## src/rtl/counter.sv

```systemverilog
// Iteration counter for the shift-and-add multiplier control path.
// After a load it counts clock edges up to LAST, then saturates and flags k.
module counter #(
    parameter int unsigned WIDTH = 3,
    parameter int unsigned LAST  = 4
) (
    input  logic clk,
    input  logic reset,
    input  logic load,
    output logic k
);

    // Terminal count at register width; LAST must fit in WIDTH bits
    localparam logic [WIDTH-1:0] LAST_C = WIDTH'(LAST);

    logic [WIDTH-1:0] counter;
    logic [WIDTH-1:0] counter_d;

    // Next count: load restarts, otherwise step until the terminal count and hold there
    always_comb begin
        counter_d = counter;
        if (load) begin
            counter_d = '0;
        end else if (counter != LAST_C) begin
            counter_d = counter + WIDTH'(1);
        end
    end

    // Count register with asynchronous clear
    always_ff @(posedge clk or posedge reset) begin
        if (reset) begin
            counter <= '0;
        end else begin
            counter <= counter_d;
        end
    end

    // Terminal flag decoded straight from the register, so load never reaches k combinationally
    assign k = (counter == LAST_C);

endmodule

```

## config.mk

```make
export PLATFORM = sky130hd
export DESIGN_NAME = counter
export DESIGN_NICKNAME = d
export VERILOG_FILES = /design/src/rtl/counter.sv
export SDC_FILE = /design/constraint.sdc
export NUM_CORES = 1
export LEC_CHECK = 0
export BUFFER_PORTS_ARGS = -buffer_cell sky130_fd_sc_hd__buf_2
export CAP_MARGIN = 15
export CORE_AREA = 2 2 39 41
export DETAILED_ROUTE_END_ITERATION = 10
export DIE_AREA = 0 0 41 43
export PLACE_DENSITY = 0.3
export SLEW_MARGIN = 0
export SYNTH_ARGS = -nofsm -noshare
export SYNTH_HDL_FRONTEND = slang
export SYNTH_SLANG_ARGS = --single-unit
```

## constraint.sdc

```tcl
create_clock -name clk -period 1.35 [get_ports clk]
set_clock_uncertainty 0.2 [all_clocks]
set_input_delay 0.0675 -clock clk [delete_from_list [all_inputs] [get_ports clk]]
set_output_delay 0.0675 -clock clk [all_outputs]
set_load 0.02 [all_outputs]
```

==> flow_metrics.py, run 1 <==
metrics = {
    "grt": {
        "grt_pass1_wl_um": 669,
        "antenna_found_initial": 0,
        "met1_usage": 0.04545,
        "grt_max_degree": 8,
        "use_met3": 0.04712,
        "grtUsageTotal": 0.06344,
        "grt-ovfl-total": 0,
        "grt.busiest_layer": "met2",
        "grt_use_met2": 0.09688,
        "grt_pass1_vias": 188,
    },
    "power": {
        "swShare": 0.2585,
        "powerDensity_nw_per_um2": 1163,
        "vdd_drop_max_uv": 354.6,
        "switching_power_uw": 95.56,
        "p_seq_frac": 0.296,
        "clockPowerShare": 0.421,
        "p_int_uw": 274.2,
        "combPwrFrac": 0.282,
        "p_leak_uw": 0.0001535,
    },
    "sta": {
        "max_freq_mhz": 736.7,
        "finalWorstSetupSlack_ns": -0.007389,
        "post-route-min-period_ns": 1.357,
        "rsz0062_at_grt": "true",
        "hold-worst-slack_ns": 0.03589,
        "hold_violations": 0,
        "relSlewSlack": 0.8651,
        "worst_pin_slew_ns": 0.2024,
        "timing.final.crit_share": 1.005,
        "setup_viol": 1,
        "drv_slew": 0,
        "setup_tns_ns": -0.007389,
    },
    "detailed_routing": {
        "wirelength_um": 407,
        "drc": 0,
        "vias": 177,
        "drt_pass1_iterations": 1,
        "avgRoutedWirePerCell_um": 8.660,
        "drt_iter0_drc": 0,
        "drtAntennaViolNets": 0,
        "vias_per_cell": 3.766,
    },
    "clocking": {
        "clock_path_buffers": 2,
        "numCtsBuffers": 3,
        "clkTransAtPathRegs_ns": 0.04,
        "clock_tree.root_cell": "clkbuf_4",
        "htree_levels": 1,
        "cts_tree": "done",
        "clock_latency_ns": 0.23,
        "cts_num_sinks": 3,
    },
    "setup_path": {
        "path_cells": "inv_2, ha_4, and2_4, buf_6",
        "crit_slowest_cell": "dfrtp_1",
        "crit_type": "reg2out",
        "rr_startpoint": "counter[0]",
        "r2r_slack_ns": 0.02,
        "r2r_end": "counter[2]",
        "worst_ep_arrival_time_ns": 1.09,
        "cp-start-kind": "flip-flop",
        "cpPeakStageDelay_ns": 0.37,
        "r2r_cells": 5,
        "crit_fanout": 4,
        "end_kind": "primary output",
        "required_ns": 1.08,
    },
    "layout": {
        "layout-drive-gt1-share": 0.6129,
        "fin_util": 0.2297,
        "diodes": 0,
        "largest_reg_flops": 3,
        "syn_to_final_growth_pct": 76.39,
        "top_register": "counter",
        "nNetsFinal": 37,
        "top_regs": "counter x3",
    },
    "synthesis": {
        "synth_commonest_cells": "dfrtp_1, inv_1, a21oi_1, ha_1, nand3_1",
        "synth_ff_type": "dfrtp_1",
        "synth_area_um2": 180.2,
        "yosys.area.top_type": "dfrtp_1",
        "synthArstFlopShare": 1.000,
        "synth-edff-count": 0,
        "synth_area_leaders": "dfrtp_1, ha_1, inv_1",
        "syn-mean-instance-area_um2": 10.01,
        "synth-seq-cells": 3,
        "synth_nets": 23,
        "synth_warnings": 0,
        "synth.distinct_cells": 11,
        "synth_top_area_frac": 0.4167,
        "netlist_instances": 18,
        "seq_area_frac_synth": 0.4167,
    },
    "floorplan": {
        "die_w_um": 41,
        "die_h_um": 43,
        "core_um2": 1384,
        "start_util": 0.1302,
        "die_area_um2": 1763,
        "num_io_pins": 4,
        "row_count": 14,
    },
    "hold_path": {
        "hp-class": "in2async",
    },
    "job": {
        "maxCapViolCount": 0,
    },
    "place": {
        "port_buffers": 3,
        "place.gp.congestion": 0.5529,
        "dp_worst_setup_slack_ns": -0.01680,
    },
    "status": {
        "violations": "setup timing",
        "outcome": "complete, but fails checks",
    },
}
[final cells by class]
cell class	count	area, um2
fill	150	1066
inverter	3	11.26
sequential	3	75.07
timing repair buffer	9	71.32
clock buffer	4	26.28
tap	16	20.02
multi-input combinational	12	113.9
[worst max-delay path, delay by kind of cell (launching register included)]
family                     cells  cell delay, ns
buffers and inverters          2            0.18
adders and majority gates      1            0.16
DFF                            1            0.37
and+or+nand+nor                1            0.15
[power groups by stage]
stage / combinational [uW] / clock (uW) / sequential [uW]
floorplan: 41.7 / 0 / 109
global placement: 52.6 / 0 / 112
detailed placement: 53.9 / 0 / 111
CTS: 102 / 166 / 109
global route: 115 / 182 / 110
finish: 104 / 156 / 110
[cells by family after synthesis]
kind of cell | after synthesis | synth area share
flip-flops | 3 | 0.4167
adder cells (fa/ha/maj) | 2 | 0.1389
AO/OA/AOI/OAI | 4 | 0.1597
AND/OR/NAND/NOR | 6 | 0.2222
buffers and inverters | 3 | 0.06250
[how the worst max path moves through the flow]
stage                from    endpoint  slack [ns]  depth (start not counted)
2_1_floorplan  counter[0]  counter[1]         0.1                          4
3_3_place_gp   counter[0]  counter[2]       -0.01                          4
3_5_place_dp   counter[0]  counter[2]       -0.02                          4
4_1_cts        counter[0]           k       -0.01                          4
5_1_grt        counter[0]           k       -0.05                          4
6_report       counter[0]           k      -0.007                          4
[layout by cell type (no fill, tap or decap)]
master and n:
clkbuf_4 3, buf_4 4, a21oi_1 1, buf_2 2
inv_1 1, and2_4 1, a21oi_2 1, nor3_2 1
a21bo_2 1, dfrtp_1 3, and3b_1 1, buf_6 1
dlygate4sd3_1 2, nor2_1 1, ha_2 1, a21o_2 1
clkbuf_1 1, ha_4 1, nand3_1 2, inv_2 2
[layer usage]
layer  routed length, um  vias to the layer above
met5                   0                        -
met1                 148                       84
met4                   8                        0
met3                  28                        2
li1                    -                       85
met2                 222                        6
[timing repair]
item	4_1_cts	5_1_grt
gates resized for setup	8	1
setup buffers	4	0
pin swaps	2	3
endpoints found under the setup margin	3	3
hold endpoints to repair	6	0
hold buffers	2	0
cloned	0	0
[per-stage QoR]
step	total power, uW	area [um2]	instances
final	369.7	317.8	47
after global routing	407.6	317.8	47
after CTS	376.8	314.1	47
after detailed placement	165.2	215.2	37
after global placement	164.2	215.2	37
after floorplan	150.7	180.2	18
Power figures use the tool's default switching activity.
==> run 2, diff against run 1 <==
--- a/config.mk
+++ b/config.mk
@@ -7,10 +7,12 @@
 export LEC_CHECK = 0
 export BUFFER_PORTS_ARGS = -buffer_cell sky130_fd_sc_hd__buf_2
 export CAP_MARGIN = 15
+export CELL_PAD_IN_SITES_DETAIL_PLACEMENT = 1
+export CELL_PAD_IN_SITES_GLOBAL_PLACEMENT = 2
 export CORE_AREA = 2 2 39 41
 export DETAILED_ROUTE_END_ITERATION = 10
 export DIE_AREA = 0 0 41 43
-export PLACE_DENSITY = 0.3
+export PLACE_DENSITY = 0.37
 export SLEW_MARGIN = 0
 export SYNTH_ARGS = -nofsm -noshare
 export SYNTH_HDL_FRONTEND = slang
==> run 2 against run 1 <==
The run now ends clean. Sequential share of layout area up 0.19 points. Via count down 4.0%. Wire length down 6.9%. Cell count unchanged. Register-to-register slack better by 0.03 ns. Clock power about the same. Flip-flop and latch count unchanged. Global-route usage down 0.12 points. Non-clock buffer count unchanged. Critical path depth unchanged. Combinational power down 5%. Critical path type unchanged.
==> flow_metrics.py, run 2 (same netlist as run 1, synthesis figures left out) <==
metrics = {
    "clocking": {
        "clock_latency_ns": 0.23,
        "cts_tree": "done",
        "clock_tree.root_cell": "clkbuf_4",
        "cts_num_sinks": 3,
        "clkTransAtPathRegs_ns": 0.04,
        "clock_path_buffers": 2,
        "numCtsBuffers": 3,
        "htree_levels": 1,
    },
    "setup_path": {
        "cpPeakStageDelay_ns": 0.36,
        "end_kind": "primary output",
        "worst_ep_arrival_time_ns": 1.05,
        "required_ns": 1.08,
        "r2r_slack_ns": 0.05,
        "crit_slowest_cell": "dfrtp_1",
        "crit_type": "reg2out",
        "crit_fanout": 2,
        "path_cells": "inv_2, ha_4, and2_4, buf_6",
        "cp-start-kind": "flip-flop",
    },
    "detailed_routing": {
        "wirelength_um": 379,
        "drtAntennaViolNets": 0,
        "drc": 0,
        "drt_pass1_iterations": 2,
        "vias_per_cell": 3.617,
        "avgRoutedWirePerCell_um": 8.064,
        "drt_iter0_drc": 1,
        "vias": 170,
    },
    "grt": {
        "antenna_found_initial": 0,
        "grt-ovfl-total": 0,
        "grt_max_degree": 8,
        "grtUsageTotal": 0.06225,
        "grt_pass1_vias": 179,
        "grt_pass1_wl_um": 683,
    },
    "floorplan": {
        "start_util": 0.1302,
        "num_io_pins": 4,
        "die_w_um": 41,
        "die_area_um2": 1763,
        "core_um2": 1384,
        "row_count": 14,
        "die_h_um": 43,
    },
    "power": {
        "vdd_drop_max_uv": 379.0,
        "powerDensity_nw_per_um2": 1148,
        "p_leak_uw": 0.0001537,
    },
    "layout": {
        "layout-drive-gt1-share": 0.5806,
        "largest_reg_flops": 3,
        "fin_util": 0.2278,
        "nNetsFinal": 37,
        "layout_common_cells": "buf_4, clkbuf_4, dfrtp_1",
        "syn_to_final_growth_pct": 75.00,
        "top_regs": "counter x3",
        "diodes": 0,
        "layout_commonest_cell": "buf_4",
        "top_register": "counter",
    },
    "sta": {
        "rsz0062_at_grt": "true",
        "hold_violations": 0,
        "worst_pin_slew_ns": 0.2065,
        "finalWorstSetupSlack_ns": 0.02888,
        "relSlewSlack": 0.8623,
        "setup_viol": 0,
        "drv_slew": 0,
        "max_freq_mhz": 756.9,
        "post-route-min-period_ns": 1.321,
        "timing.final.crit_share": 0.9786,
        "hold-worst-slack_ns": 0.04330,
    },
    "place": {
        "dp_worst_setup_slack_ns": 0.03419,
        "hpwlAfterDp_um": 310.8,
        "place.gp.congestion": 0.6314,
        "port_buffers": 3,
    },
    "job": {
        "maxCapViolCount": 0,
    },
    "status": {
        "outcome": "complete, no violations",
    },
    "hold_path": {
        "hp-class": "in2async",
    },
}
## run 2: cell counts in the layout (fill, tap and decap cells not counted)
No cell type changed its count.
## run 2: power breakdown
part / internal, uW / switching [uW]
clock: 111 / 43.8
combinational: 58.3 / 40.2
sequential: 100 / 9.01
## run 2: path summary, 6_finish.rpt
path / start / cells past startpoint / to
max reg2reg: counter[0] / 5 / counter[1]
max: counter[0] / 4 / k
min reg2reg: counter[2] / 2 / counter[0]
min in group clk: load / 3 / counter[1]
min: reset / 3 / counter[0]
max in group asynchronous: reset / 3 / counter[1]
## run 2: what timing repair did
| action | in CTS | in global routing |
|---|---|---|
| setup endpoints to repair | 1 | 3 |
| pin swaps | 1 | 3 |
| setup buffers | 1 | 0 |
| gates resized for setup | 7 | 1 |
| endpoints found under the hold margin | 6 | 0 |
| hold buffers | 2 | 0 |
## run 2: final cells by class
class                   instances  area, um2
inverters                       3      11.26
clock buffers                   4      26.28
multi-input cells              12      111.4
flip-flops and latches          3      75.07
fillers                       158       1069
well taps                      16      20.02
repair buffers                  9      71.32
## run 2: routing by layer
layer	vias up	global-route usage	wire length, um
met3	0	0.03141	21
met1	81	0.06431	154
met5	-	0	0
met4	0	0.06000	0
li1	86	-	-
met2	3	0.08438	203
## run 2: worst max-delay path, delay by kind of cell (launching register included)
| family | cells | cell delay, ns |
|---|---|---|
| adder cells (fa/ha/maj) | 1 | 0.15 |
| buffers and inverters | 2 | 0.17 |
| flip-flops | 1 | 0.36 |
| AND/OR/NAND/NOR | 1 | 0.15 |
## run 2: stage by stage
step / total power [uW] / setup TNS [ns] / instances / area, um2
floorplan: 150.7 / 0 / 18 / 180.2
global placement: 182.4 / 0 / 40 / 237.7
detailed placement: 182.4 / 0 / 40 / 237.7
CTS: 370.7 / 0 / 47 / 311.5
global route: 404.5 / -0.03594 / 47 / 315.3
finish: 362.1 / 0 / 47 / 315.3
